### src/rtl/regfile_writeback.sv
// Write-side controller for the register file: merges non-stallable ALU
// results and handshaked load results onto one registered write port.
// Loads wait in a small circular FIFO. A younger ALU write squashes older
// pending loads to the same register. Writes to register 0 are dropped.
//
// Ports:
//   clk, rst (async active-low)
//   alu_valid/alu_rd/alu_data            ALU result, every cycle, no stall
//   ld_valid/ld_ready/ld_rd/ld_data      load result handshake
//   rs, rt -> hazard_rs, hazard_rt       read hazards vs. pending writes
//   stall_req                            load FIFO full
//   wr_en/rd/out                         registered register-file write port
//   pend_cnt                             number of valid FIFO entries
module regfile_writeback #(
    parameter int unsigned DATA_W = 32,
    parameter int unsigned ADDR_W = 5,
    parameter int unsigned DEPTH  = 2
) (
    input  logic                         clk,
    input  logic                         rst,
    input  logic                         alu_valid,
    input  logic [ADDR_W-1:0]            alu_rd,
    input  logic [DATA_W-1:0]            alu_data,
    input  logic                         ld_valid,
    output logic                         ld_ready,
    input  logic [ADDR_W-1:0]            ld_rd,
    input  logic [DATA_W-1:0]            ld_data,
    input  logic [ADDR_W-1:0]            rs,
    input  logic [ADDR_W-1:0]            rt,
    output logic                         hazard_rs,
    output logic                         hazard_rt,
    output logic                         stall_req,
    output logic                         wr_en,
    output logic [ADDR_W-1:0]            rd,
    output logic [DATA_W-1:0]            out,
    output logic [$clog2(DEPTH):0]       pend_cnt
);

    localparam int unsigned PTR_W = $clog2(DEPTH);
    localparam int unsigned CNT_W = PTR_W + 1;

    logic [ADDR_W-1:0] ent_rd_q   [DEPTH];
    logic [ADDR_W-1:0] ent_rd_d   [DEPTH];
    logic [DATA_W-1:0] ent_data_q [DEPTH];
    logic [DATA_W-1:0] ent_data_d [DEPTH];
    logic [DEPTH-1:0]  valid_q, valid_d;
    logic [PTR_W-1:0]  head_q, head_d, tail_q, tail_d;
    logic [CNT_W-1:0]  cnt_q, cnt_d;
    logic              wr_en_q, wr_en_d;
    logic [ADDR_W-1:0] rd_q, rd_d;
    logic [DATA_W-1:0] out_q, out_d;

    // Entries in age order (index 0 = head) and the compacted next list
    logic [ADDR_W-1:0] ord_rd   [DEPTH];
    logic [DATA_W-1:0] ord_data [DEPTH];
    logic [DEPTH-1:0]  ord_v;
    logic [ADDR_W-1:0] new_rd   [DEPTH];
    logic [DATA_W-1:0] new_data [DEPTH];
    logic [CNT_W-1:0]  new_cnt;
    logic [PTR_W-1:0]  rd_idx, wr_idx;
    logic              alu_eff, ld_eff, drain, bypass, enq;

    assign ld_ready  = (cnt_q < CNT_W'(DEPTH));
    assign stall_req = (cnt_q == CNT_W'(DEPTH));
    assign pend_cnt  = cnt_q;
    assign wr_en     = wr_en_q;
    assign rd        = rd_q;
    assign out       = out_q;

    // Read hazards against pending FIFO entries and the write in flight
    always_comb begin
        hazard_rs = 1'b0;
        hazard_rt = 1'b0;
        for (int k = 0; k < int'(DEPTH); k++) begin
            if (valid_q[k] && ent_rd_q[k] == rs) hazard_rs = 1'b1;
            if (valid_q[k] && ent_rd_q[k] == rt) hazard_rt = 1'b1;
        end
        if (wr_en_q && rd_q == rs) hazard_rs = 1'b1;
        if (wr_en_q && rd_q == rt) hazard_rt = 1'b1;
        if (rs == '0) hazard_rs = 1'b0;
        if (rt == '0) hazard_rt = 1'b0;
    end

    // Arbitration, squash/compaction and FIFO next state
    always_comb begin
        wr_en_d    = 1'b0;
        rd_d       = rd_q;
        out_d      = out_q;
        drain      = 1'b0;
        bypass     = 1'b0;
        ent_rd_d   = ent_rd_q;
        ent_data_d = ent_data_q;
        valid_d    = '0;
        new_cnt    = '0;
        rd_idx     = '0;
        wr_idx     = '0;

        alu_eff = alu_valid && (alu_rd != '0);
        ld_eff  = ld_valid && ld_ready && (ld_rd != '0);

        for (int k = 0; k < int'(DEPTH); k++) begin
            rd_idx      = head_q + PTR_W'(k);
            ord_rd[k]   = ent_rd_q[rd_idx];
            ord_data[k] = ent_data_q[rd_idx];
            ord_v[k]    = valid_q[rd_idx];
            new_rd[k]   = '0;
            new_data[k] = '0;
        end

        if (alu_eff) begin
            wr_en_d = 1'b1;
            rd_d    = alu_rd;
            out_d   = alu_data;
        end else if (cnt_q != '0) begin
            wr_en_d = 1'b1;
            rd_d    = ord_rd[0];
            out_d   = ord_data[0];
            drain   = 1'b1;
        end else if (ld_eff) begin
            wr_en_d = 1'b1;
            rd_d    = ld_rd;
            out_d   = ld_data;
            bypass  = 1'b1;
        end
        enq = ld_eff && !bypass;

        // Keep surviving older entries in order; the same-cycle load is younger
        // than the ALU write, so it is appended after the squash.
        for (int k = 0; k < int'(DEPTH); k++) begin
            if (ord_v[k] && !(drain && k == 0) && !(alu_eff && ord_rd[k] == alu_rd)) begin
                new_rd[new_cnt[PTR_W-1:0]]   = ord_rd[k];
                new_data[new_cnt[PTR_W-1:0]] = ord_data[k];
                new_cnt = new_cnt + CNT_W'(1);
            end
        end
        if (enq && new_cnt < CNT_W'(DEPTH)) begin
            new_rd[new_cnt[PTR_W-1:0]]   = ld_rd;
            new_data[new_cnt[PTR_W-1:0]] = ld_data;
            new_cnt = new_cnt + CNT_W'(1);
        end

        head_d = head_q + PTR_W'(drain);
        for (int k = 0; k < int'(DEPTH); k++) begin
            wr_idx             = head_d + PTR_W'(k);
            ent_rd_d[wr_idx]   = new_rd[k];
            ent_data_d[wr_idx] = new_data[k];
            valid_d[wr_idx]    = (CNT_W'(k) < new_cnt);
        end
        tail_d = head_d + new_cnt[PTR_W-1:0];
        cnt_d  = new_cnt;
    end

    // State registers
    always_ff @(posedge clk or negedge rst) begin
        if (!rst) begin
            wr_en_q <= 1'b0;
            rd_q    <= '0;
            out_q   <= '0;
            cnt_q   <= '0;
            valid_q <= '0;
            head_q  <= '0;
            tail_q  <= '0;
            for (int k = 0; k < int'(DEPTH); k++) begin
                ent_rd_q[k]   <= '0;
                ent_data_q[k] <= '0;
            end
        end else begin
            wr_en_q    <= wr_en_d;
            rd_q       <= rd_d;
            out_q      <= out_d;
            cnt_q      <= cnt_d;
            valid_q    <= valid_d;
            head_q     <= head_d;
            tail_q     <= tail_d;
            ent_rd_q   <= ent_rd_d;
            ent_data_q <= ent_data_d;
        end
    end

    // Tail always sits pend_cnt entries past head
    a_tail_consistent: assert property (@(posedge clk) disable iff (!rst)
        tail_q == PTR_W'(head_q + cnt_q[PTR_W-1:0]));

endmodule

### config.mk
export PLATFORM = sky130hd
export DESIGN_NAME = regfile_writeback
export DESIGN_NICKNAME = d
export VERILOG_FILES = /design/src/rtl/regfile_writeback.sv
export SDC_FILE = /design/constraint.sdc
export NUM_CORES = 1
export LEC_CHECK = 0
export CORE_MARGIN = 1
export CORE_UTILIZATION = 42
export DETAILED_ROUTE_END_ITERATION = 16
export SLEW_MARGIN = 20
export SYNTH_ARGS = -nofsm -noshare
export SYNTH_HDL_FRONTEND = slang
export SYNTH_SLANG_ARGS = --single-unit
### constraint.sdc
create_clock -name clk -period 4.6 [get_ports clk]
set_input_delay 0.92 -clock clk [delete_from_list [all_inputs] [get_ports clk]]
set_output_delay 0.92 -clock clk [all_outputs]
set_load 0.01 [all_outputs]
==> metrics.cfg, run 1 <==
[outcome]
run_status=completed

[clock_tree]
htree_num_levels=4
tritoncts.num_buffers=17
postCtsHoldBufs=0
count_of_cells_resized_by_post_cts_repair=0
cts_buffer_depth=2
cts.sinks=117
clock_latency_ps=430
path_clk_slew_ps=50
tritoncts=done
cts.root.buffer_cell=sky130_fd_sc_hd__clkbuf_16
post-cts-setup-buffers=0

[floorplanning]
die_height_microns=144
core.rowCount=51
core_area_sq_um=19700
die_width_microns=144
ios=132
dieArea_sq_um=20800
initial_utilization=0.432

[placement]
dp_cells=1351
detailedPlacementHpwl_microns=16000
routabilityCongestion=0.838
io_buffers=131

[detailed_routing]
wl_per_cell_microns=19.6
number_of_drc_markers_after_the_initial_detailed_route_iteration=775
detail_route.first_pass.iterations=5
detail_route.wirelength.met1_microns=11900
drc_errors=0
drt_wl_total_microns=27100
top_signal_layer_used=met4
wl_met2_microns=12900
vias_per_cell=6.01
final_antenna_net_count=0
via_count=8310
routed-wl-met3_microns=1720

[critical_path]
criticalPathCategory=in2reg
critical_path.cell_chain=clkdlybuf4s50_1 -> or4_1 -> o21ai_2 -> nor2_4 -> a211o_1 -> ha_1 -> inv_1 -> a2111oi_2 -> buf_4 -> buf_12 -> nor2_1 -> a32oi_2 -> o22ai_1
critical-path-max-stage-delay_ps=590
cp.buffers_inverters=4
timing.critical_path.required_ps=4860
worstSetupStartpointType=input pin
arrival_ps=4240
worstPathMaxFanout=17
cp-end-kind=flop
cpLargestDelayFamily=compound AO/OA/AOI/OAI gates
critical_path.slowest_cell=sky130_fd_sc_hd__or4_1

[yosys]
synth-seq-cells=117
yosysTopAreaCell=sky130_fd_sc_hd__dfrtp_1
synth.yosys.warnings=0
area_share_of_the_largest_cell_type_after_synthesis=0.345
synth.avg_cell_area_sq_um=8.30
post_synth_instance_area_sq_um=8480
synth.yosys.seq_area_share=0.345
post_synth_num_cell_types=48
synth_area_leaders=sky130_fd_sc_hd__dfrtp_1, sky130_fd_sc_hd__a21oi_1, sky130_fd_sc_hd__nor2_1
synth.net_count=1112
netlist_instances=1022

[job]
maxCapViolCount=0

[pwr]
p_leak_nw=4.33
totalPowerFinal_mw=8.31
powerDensity_nw_per_um2=780
peakVddDrop_uv=609

[sta]
highest_clock_rate_mhz=251
timing_worst_slew_pin_value_ps=1040
timing.max_slew.rel_slack=0.309
final_setup_violation_count=0
timing.setup.tns_ps=0
whs_ps=523
fin_crit_sh=0.864
final_min_period_ps=3980
timing.clock.skew_ps=10.5
rsz0062_at_grt=no
timing_hold_violations_final=0
finalMaxSlewViolations=0

[layout]
syn2layout_area_growth_pct=25.5
layout-drive-gt1-share=0.127
core_util_final=0.542
fin_cells=1382
fin_nets=1195
num_antenna_cells=0

[global_route]
grt_overflow=0
global_route_total_usage_across_every_layer=0.272
grt_max_degree=90
grt_antenna_before_repair=0
grt_first_pass_wirelength_microns=43500
grt_pass1_vias=8134

[hold_path]
hold_class=reg2reg

synthesized netlist by cell type, drive strengths merged:
library cell / count
nor2: 140
a21oi: 138
dfrtp: 117
o21ai: 103
clkbuf: 69
nand2: 69
o22ai: 65
a211oi: 57
mux2i: 43
a32oi: 40
mux2: 34
buf: 33
xor2: 24
xnor2: 18
nand3: 13
o211ai: 12
inv: 8
nor4: 8
a221oi: 4
a22oi: 4
nand2b: 3
o221ai: 3
a2111oi: 2
a31oi: 2
ha: 2
nor3: 2
o21a: 2
or4: 2
a211o: 1
and2: 1
nor2b: 1
or2: 1
or3: 1
logic make-up (layout without fill, tap and decap cells):
family / Yosys count / count (layout) / share of synthesized area
DFF: 117 / 117 / 0.345
xor gates and xnor gates: 42 / 42 / 0.0434
and+or+nand+nor: 241 / 241 / 0.119
adders and majority gates: 2 / 2 / 0.00295
muxes: 77 / 77 / 0.0978
buffers and inverters: 110 / 205 / 0.0622
AOI/OAI and AO/OA: 433 / 433 / 0.330
layer usage:
metal  vias up  track usage
li1       3956            -
met1      3962        0.358
met2       338        0.449
met3        54       0.0414
met4         0        0.104
met5         -            0
path summary, 6_finish.rpt:
| kind | startpoint | slack, ps | end | cells after the start |
|---|---|---|---|---|
| worst max register to register | head_q | 1000 | ent_data_q[35] | 12 |
| worst min register to register | out[15] | 520 | out[15] | 2 |
| worst min-delay path | out[15] | 520 | out[15] | 2 |
| min in group asynchronous | rst | 560 | rd[2] | 1 |
| worst max-delay path | alu_rd[2] | 620 | ent_data_q[35] | 13 |
| max in group asynchronous | rst | 3200 | ent_data_q[63] | 2 |
stage by stage:
step | setup slack [ps] | area (sq um)
finish | 623 | 10600
global placement | 250 | 10000
CTS | 647 | 10600
floorplan | 496 | 8480
global route | 447 | 10600
detailed placement | 237 | 10000
tightest hold or removal path, cell delays in order (launching register included):
cell	delay [ps]
sky130_fd_sc_hd__dfrtp_1	340
sky130_fd_sc_hd__nor2_1	50
sky130_fd_sc_hd__a21oi_1	100
final cells by class:
| type | instances | area (sq um) |
|---|---|---|
| Clock inverter | 10 | 179 |
| Timing Repair Buffer | 166 | 1620 |
| Inverter | 8 | 30.0 |
| Sequential cell | 117 | 2930 |
| Clock buffer | 21 | 450 |
| Fill cell | 1861 | 9010 |
| Multi-Input combinational cell | 795 | 5100 |
| Tap cell | 265 | 332 |
sequential cells by signal (all words and copies together) (netlist names):
name / cells
rd: 5
valid_q: 2
head_q: 1
ent_rd_q: 10
out: 32
wr_en: 1
ent_data_q: 64
pend_cnt: 2
cell usage in the layout (no fill, tap or decap), types with 2 or more instances in the layout:
cell type | synthesis | layout
sky130_fd_sc_hd__inv_2 | 2 | 2
sky130_fd_sc_hd__o21ai_2 | 1 | 2
sky130_fd_sc_hd__or4_1 | 2 | 2
sky130_fd_sc_hd__clkbuf_1 | 68 | 3
sky130_fd_sc_hd__nand2b_1 | 3 | 3
sky130_fd_sc_hd__a31oi_1 | 2 | 2
sky130_fd_sc_hd__xnor2_1 | 18 | 17
sky130_fd_sc_hd__inv_1 | 6 | 6
sky130_fd_sc_hd__nor4_1 | 6 | 6
sky130_fd_sc_hd__a221oi_1 | 4 | 4
sky130_fd_sc_hd__mux2i_1 | 41 | 40
sky130_fd_sc_hd__o221ai_1 | 3 | 3
sky130_fd_sc_hd__nor2_1 | 138 | 136
sky130_fd_sc_hd__a21oi_1 | 138 | 138
sky130_fd_sc_hd__nand2_1 | 68 | 68
sky130_fd_sc_hd__mux2_2 | 34 | 34
sky130_fd_sc_hd__clkdlybuf4s50_1 | 0 | 130
sky130_fd_sc_hd__buf_12 | 0 | 4
sky130_fd_sc_hd__clkbuf_16 | 0 | 17
sky130_fd_sc_hd__buf_4 | 5 | 32
sky130_fd_sc_hd__nor4_4 | 2 | 2
sky130_fd_sc_hd__dfrtp_1 | 117 | 116
sky130_fd_sc_hd__nor3_1 | 2 | 2
sky130_fd_sc_hd__mux2i_4 | 1 | 2
sky130_fd_sc_hd__a32oi_1 | 19 | 19
sky130_fd_sc_hd__bufinv_16 | 0 | 5
sky130_fd_sc_hd__o22ai_1 | 65 | 65
sky130_fd_sc_hd__ha_1 | 2 | 2
sky130_fd_sc_hd__o21ai_0 | 100 | 100
sky130_fd_sc_hd__nor2_4 | 0 | 3
sky130_fd_sc_hd__xor2_1 | 24 | 24
sky130_fd_sc_hd__a211oi_1 | 56 | 56
sky130_fd_sc_hd__clkinv_2 | 0 | 4
sky130_fd_sc_hd__a32oi_2 | 21 | 21
sky130_fd_sc_hd__nand3_1 | 13 | 12
sky130_fd_sc_hd__o211ai_1 | 12 | 12
sky130_fd_sc_hd__a22oi_1 | 4 | 4
where the power goes:
part           internal [mW]  switching [mW]
registers               1.43           0.320
logic                   1.97            3.13
clock network          0.969           0.493
No activity file was read; power rests on OpenSTA's default activity.
==> run 2, diff against run 1 <==
- CORE_MARGIN: 1 -> 4
==> metrics.cfg, run 2 (synthesis results as in run 1) <==
[sta]
whs_ps=527  ; +3.44 ps
setup_slack_ps=515  ; -108 ps
final_setup_violation_count=0  ; unchanged
rsz0062_at_grt=no
timing.max_slew.rel_slack=0.310  ; +0.00129
highest_clock_rate_mhz=245  ; -2.7%
fin_crit_sh=0.888  ; +0.0235
timing.setup.tns_ps=0  ; unchanged
finalMaxSlewViolations=0  ; unchanged
timing_hold_violations_final=0  ; unchanged
final_min_period_ps=4080  ; +108 ps
timing.clock.skew_ps=8.62  ; -1.87 ps
timing_worst_slew_pin_value_ps=1030  ; -1.94 ps

[detailed_routing]
drt_wl_total_microns=27400  ; +1.0%
drc_errors=0  ; unchanged
vias_per_cell=6.04  ; +0.49%
wl_per_cell_microns=19.8  ; +1.1%
final_antenna_net_count=0  ; unchanged
detail_route.first_pass.iterations=5  ; unchanged
via_count=8345  ; +0.42%
number_of_drc_markers_after_the_initial_detailed_route_iteration=743  ; -4.1%

[global_route]
grt_max_degree=90  ; unchanged
global_route.usage.met1=0.335  ; -0.0230
grt_antenna_before_repair=0  ; unchanged
global_route_total_usage_across_every_layer=0.241  ; -0.0306
grt_overflow=0  ; unchanged
grt_first_pass_wirelength_microns=43200  ; -0.72%
use_met3=0.0473  ; +0.00587
grt_util_met2=0.389  ; -0.0602
grt_pass1_vias=7998  ; -1.7%
grt.busiest_layer=met2

[pwr]
peakVddDrop_uv=505  ; -17%
p_leak_nw=4.31  ; -0.42%
totalPowerFinal_mw=8.26  ; -0.53%
powerDensity_nw_per_um2=776  ; -0.53%

[clock_tree]
postCtsHoldBufs=0  ; unchanged
tritoncts=done
path_clk_slew_ps=50  ; about the same
cts.sinks=117  ; unchanged
cts.root.buffer_cell=sky130_fd_sc_hd__clkbuf_16
clock_latency_ps=420  ; about the same
count_of_cells_resized_by_post_cts_repair=0  ; unchanged
htree_num_levels=4  ; unchanged
tritoncts.num_buffers=17  ; unchanged
post-cts-setup-buffers=0  ; unchanged
cts_buffer_depth=2  ; unchanged

[floorplanning]
core_area_sq_um=19700  ; unchanged
die_width_microns=150  ; +4.2%
die_height_microns=150  ; +4.2%
initial_utilization=0.432  ; unchanged
ios=132  ; unchanged
dieArea_sq_um=22500  ; +8.5%
core.rowCount=51  ; unchanged

[critical_path]
reg2reg_from=head_q
criticalPathCategory=in2reg
worstPathMaxFanout=20  ; +3
critical_path.slowest_cell=sky130_fd_sc_hd__or4_1
cp-end-kind=flop
critical_path.cell_chain=clkdlybuf4s50_1 -> or4_1 -> o21ai_2 -> nor2_4 -> a211o_1 -> ha_1 -> inv_1 -> a2111oi_2 -> buf_4 -> buf_12 -> nor2_1 -> a32oi_2 -> o22ai_1
cp.buffers_inverters=4  ; unchanged
ff2ff_path_depth=10  ; -2
arrival_ps=4330  ; +90 ps
cp-startpoint=alu_rd[2]
critical_path_cell_count=13  ; unchanged
worstSetupStartpointType=input pin
cpLargestDelayFamily=compound AO/OA/AOI/OAI gates
timing.critical_path.required_ps=4850  ; about the same
critical-path-max-stage-delay_ps=590  ; about the same

[layout]
layout-drive-gt1-share=0.129  ; +0.00191
final_common_cell=sky130_fd_sc_hd__a21oi_1
syn2layout_area_growth_pct=25.5  ; unchanged
num_antenna_cells=0  ; unchanged
core_util_final=0.542  ; unchanged
fin_nets=1193  ; -0.17%
most-common-layout-cells=sky130_fd_sc_hd__a21oi_1, sky130_fd_sc_hd__nor2_1, sky130_fd_sc_hd__clkdlybuf4s50_1
largest_register_ff_count=64  ; unchanged
largest_reg_by_ff_count=ent_data_q
num-fill-cells=1886  ; +1.3%

[job]
maxCapViolCount=0  ; unchanged

[outcome]
run_status=completed

[placement]
routabilityCongestion=0.869  ; +3.8%
detailedPlace.worstSlack_ps=149  ; -88.1 ps
detailedPlacementHpwl_microns=16400  ; +2.0%
io_buffers=131  ; unchanged

[hold_path]
min_path_cells=2  ; unchanged
hp-start=out[6]
hold_class=reg2reg

run 2: changes by cell type in the layout (fill, tap and decap cells not counted), sizes merged:
cell and delta:
clkinvlp +4, buf -2, clkbuf -1, bufinv -2
run 2: report_power, final:
group / switching, mW / internal, mW / leakage [nW]
sequential: 0.309 / 1.43 / 1.50
combinational: 3.16 / 1.97 / 2.52
clock: 0.503 / 0.893 / 0.294
run 2: per-stage QoR:
step	cell area, sq um	std cells
final	10600	1381
after global routing	10600	1381
after CTS	10600	1381
after detailed placement	10000	1349
after global placement	10000	1349
after floorplan	8480	1022
run 2: routing by layer:
metal  vias to the layer above  wire, microns  share of wire
met1                      3998          12100           0.44
met2                       362          12800           0.47
met5                         -              0              0
met4                         0            373          0.014
met3                        36           2090          0.076
li1                       3949              -              -
run 2: cell type report:
| type | instances | area [sq um] | share of cell area |
|---|---|---|---|
| well taps | 265 | 332 | 0.0311 |
| clock inverters | 12 | 153 | 0.0143 |
| multi-input cells | 795 | 5100 | 0.479 |
| flip-flops and latches | 117 | 2930 | 0.275 |
| inverters | 8 | 30.0 | 0.00282 |
| clock buffers | 20 | 467 | 0.0438 |
| repair buffers | 164 | 1630 | 0.153 |
run 2: worst paths after layout:
check | end | slack [ps]
max in group asynchronous | out[13] | 3240
setup reg to reg | ent_data_q[35] | 960
setup / recovery | ent_data_q[35] | 520
min in group asynchronous | rd[4] | 560
hold / removal | out[6] | 530
hold reg to reg | out[6] | 530
run 2: worst register-to-register path, delay by kind of cell, from the launching register on:
| kind | cells | cell delay [ps] |
|---|---|---|
| AND/OR/NAND/NOR | 2 | 250 |
| buffers and inverters | 3 | 560 |
| AO/OA/AOI/OAI | 3 | 740 |
| flip-flops | 1 | 600 |
| multiplexers | 1 | 900 |
| adder cells (fa/ha/maj) | 1 | 430 |
==> run 3, diff against run 2 <==
- SLEW_MARGIN: 20 -> 30
==> metrics.cfg, run 3 (synthesis results as in run 1) <==
[floorplanning]
ios=132  ; unchanged
core_area_sq_um=19700  ; unchanged
die_height_microns=150  ; unchanged
die_width_microns=150  ; unchanged
core.rowCount=51  ; unchanged
initial_utilization=0.432  ; unchanged
dieArea_sq_um=22500  ; unchanged

[clock_tree]
count_of_cells_resized_by_post_cts_repair=0  ; unchanged
cts_buffer_depth=2  ; unchanged
cts.root.buffer_cell=sky130_fd_sc_hd__clkbuf_16
cts.sinks=117  ; unchanged
path_clk_slew_ps=50  ; about the same
tritoncts.num_buffers=17  ; unchanged
tritoncts=done
htree_num_levels=4  ; unchanged
post-cts-setup-buffers=0  ; unchanged
postCtsHoldBufs=0  ; unchanged
clock_latency_ps=420  ; about the same

[hold_path]
min_path_cells=2  ; unchanged
hp-start=out[6]
hold_class=reg2reg
whs_endpoint=out[6]

[detailed_routing]
number_of_drc_markers_after_the_initial_detailed_route_iteration=819  ; +10%
vias_per_cell=6.07  ; +0.41%
via_count=8379  ; +0.41%
drt_wl_total_microns=27400  ; about the same
final_antenna_net_count=0  ; unchanged
wl_per_cell_microns=19.8  ; about the same
drc_errors=0  ; unchanged
detail_route.first_pass.iterations=6  ; +1

[sta]
rsz0062_at_grt=no
fin_crit_sh=0.886  ; -0.00168
highest_clock_rate_mhz=245  ; +0.19%
setup_slack_ps=523  ; +7.74 ps
timing_hold_violations_final=0  ; unchanged
timing.max_slew.rel_slack=0.382  ; +0.0714
final_min_period_ps=4080  ; -7.74 ps
timing.clock.skew_ps=10.2  ; +1.54 ps
timing_worst_slew_pin_value_ps=927  ; -107 ps
whs_ps=526  ; -0.998 ps
final_setup_violation_count=0  ; unchanged
timing.setup.tns_ps=0  ; unchanged
finalMaxSlewViolations=0  ; unchanged

[layout]
largest_reg_by_ff_count=ent_data_q
combined_flip_flop_and_latch_cell_area_sq_um=2930  ; unchanged
num-fill-cells=1884  ; -0.11%
fin_cells=1381  ; unchanged
final_common_cell=sky130_fd_sc_hd__a21oi_1
fin_nets=1193  ; unchanged
num_antenna_cells=0  ; unchanged
largest_register_ff_count=64  ; unchanged
syn2layout_area_growth_pct=25.6  ; about the same
layout-drive-gt1-share=0.129  ; unchanged
most-common-layout-cells=sky130_fd_sc_hd__a21oi_1, sky130_fd_sc_hd__nor2_1, sky130_fd_sc_hd__clkdlybuf4s50_1
multiInputGateArea_sq_um=5100  ; unchanged

[critical_path]
worstPathMaxFanout=20  ; unchanged
ff2ff_path_depth=10  ; unchanged
cp-end-kind=flop
criticalPathCategory=in2reg
cp.buffers_inverters=4  ; unchanged
critical_path.slowest_cell=sky130_fd_sc_hd__or4_1
timing.critical_path.required_ps=4850  ; about the same
cpLargestDelayFamily=compound AO/OA/AOI/OAI gates
reg2reg_from=head_q
critical-path-max-stage-delay_ps=590  ; about the same
worstSetupStartpointType=input pin
cp-startpoint=alu_rd[2]
critical_path_cell_count=13  ; unchanged
rr_endpoint=ent_data_q[35]
critical_path.cell_chain=clkdlybuf4s50_1 -> or4_1 -> o21ai_2 -> nor2_4 -> a211o_1 -> ha_1 -> inv_1 -> a2111oi_2 -> buf_4 -> buf_12 -> nor2_1 -> a32oi_2 -> o22ai_1
setup.reg_to_reg.worst_slack_ps=960  ; about the same
arrival_ps=4330  ; about the same

[global_route]
grt_antenna_before_repair=0  ; unchanged
grt_pass1_vias=7998  ; unchanged
grt_first_pass_wirelength_microns=43200  ; unchanged
global_route_total_usage_across_every_layer=0.241  ; unchanged
grt_max_degree=90  ; unchanged
grt_overflow=0  ; unchanged

[placement]
detailedPlace.worstSlack_ps=149  ; unchanged
detailedPlacementHpwl_microns=16400  ; unchanged
dp_cells=1349  ; unchanged
io_buffers=131  ; unchanged
routabilityCongestion=0.869  ; unchanged

[pwr]
peakVddDrop_uv=500  ; -0.98%
powerDensity_nw_per_um2=775  ; -0.12%
p_leak_nw=4.31  ; about the same

[job]
maxCapViolCount=0  ; unchanged

[outcome]
run_status=completed

run 3: worst max-delay path by stage:
stage,to
3_5_place_dp,ent_data_q[35]
5_1_grt,ent_data_q[31]
2_1_floorplan,ent_data_q[53]
6_report,ent_data_q[35]
4_1_cts,ent_data_q[36]
3_3_place_gp,ent_data_q[35]
run 3: area by class of cell:
class | instances | area share
Clock buffer | 20 | 0.0438
Timing Repair Buffer | 164 | 0.154
Sequential cell | 117 | 0.275
Inverter | 8 | 0.00282
Tap cell | 265 | 0.0311
Multi-Input combinational cell | 795 | 0.479
Clock inverter | 12 | 0.0143
run 3: where the power goes:
part / leakage (nW) / switching (mW) / internal, mW
Clock: 0.294 / 0.501 / 0.893
Sequential: 1.50 / 0.310 / 1.43
Combinational: 2.52 / 3.15 / 1.97
run 3: stage by stage:
step / cell area, sq um / total power [mW] / util
finish: 10700 / 8.26 / 0.542
global route: 10700 / 8.81 / 0.542
CTS: 10600 / 8.24 / 0.542
detailed placement: 10000 / 6.82 / 0.510
global placement: 10000 / 6.78 / 0.510
floorplan: 8480 / 5.22 / -
run 3: tightest hold or removal path, stage by stage (launching register included):
cell and delay, ps:
sky130_fd_sc_hd__dfrtp_1 340, sky130_fd_sc_hd__nor2_1 50, sky130_fd_sc_hd__a21oi_1 100
run 3: per-layer routing:
| layer | up-vias | share of wire | routed length [microns] | GRT usage |
|---|---|---|---|---|
| li1 | 3955 | - | - | - |
| met1 | 4003 | 0.44 | 12000 | 0.335 |
| met2 | 384 | 0.47 | 12800 | 0.389 |
| met3 | 37 | 0.081 | 2220 | 0.0473 |
| met4 | 0 | 0.014 | 381 | 0.0604 |
| met5 | - | 0 | 0 | 0 |
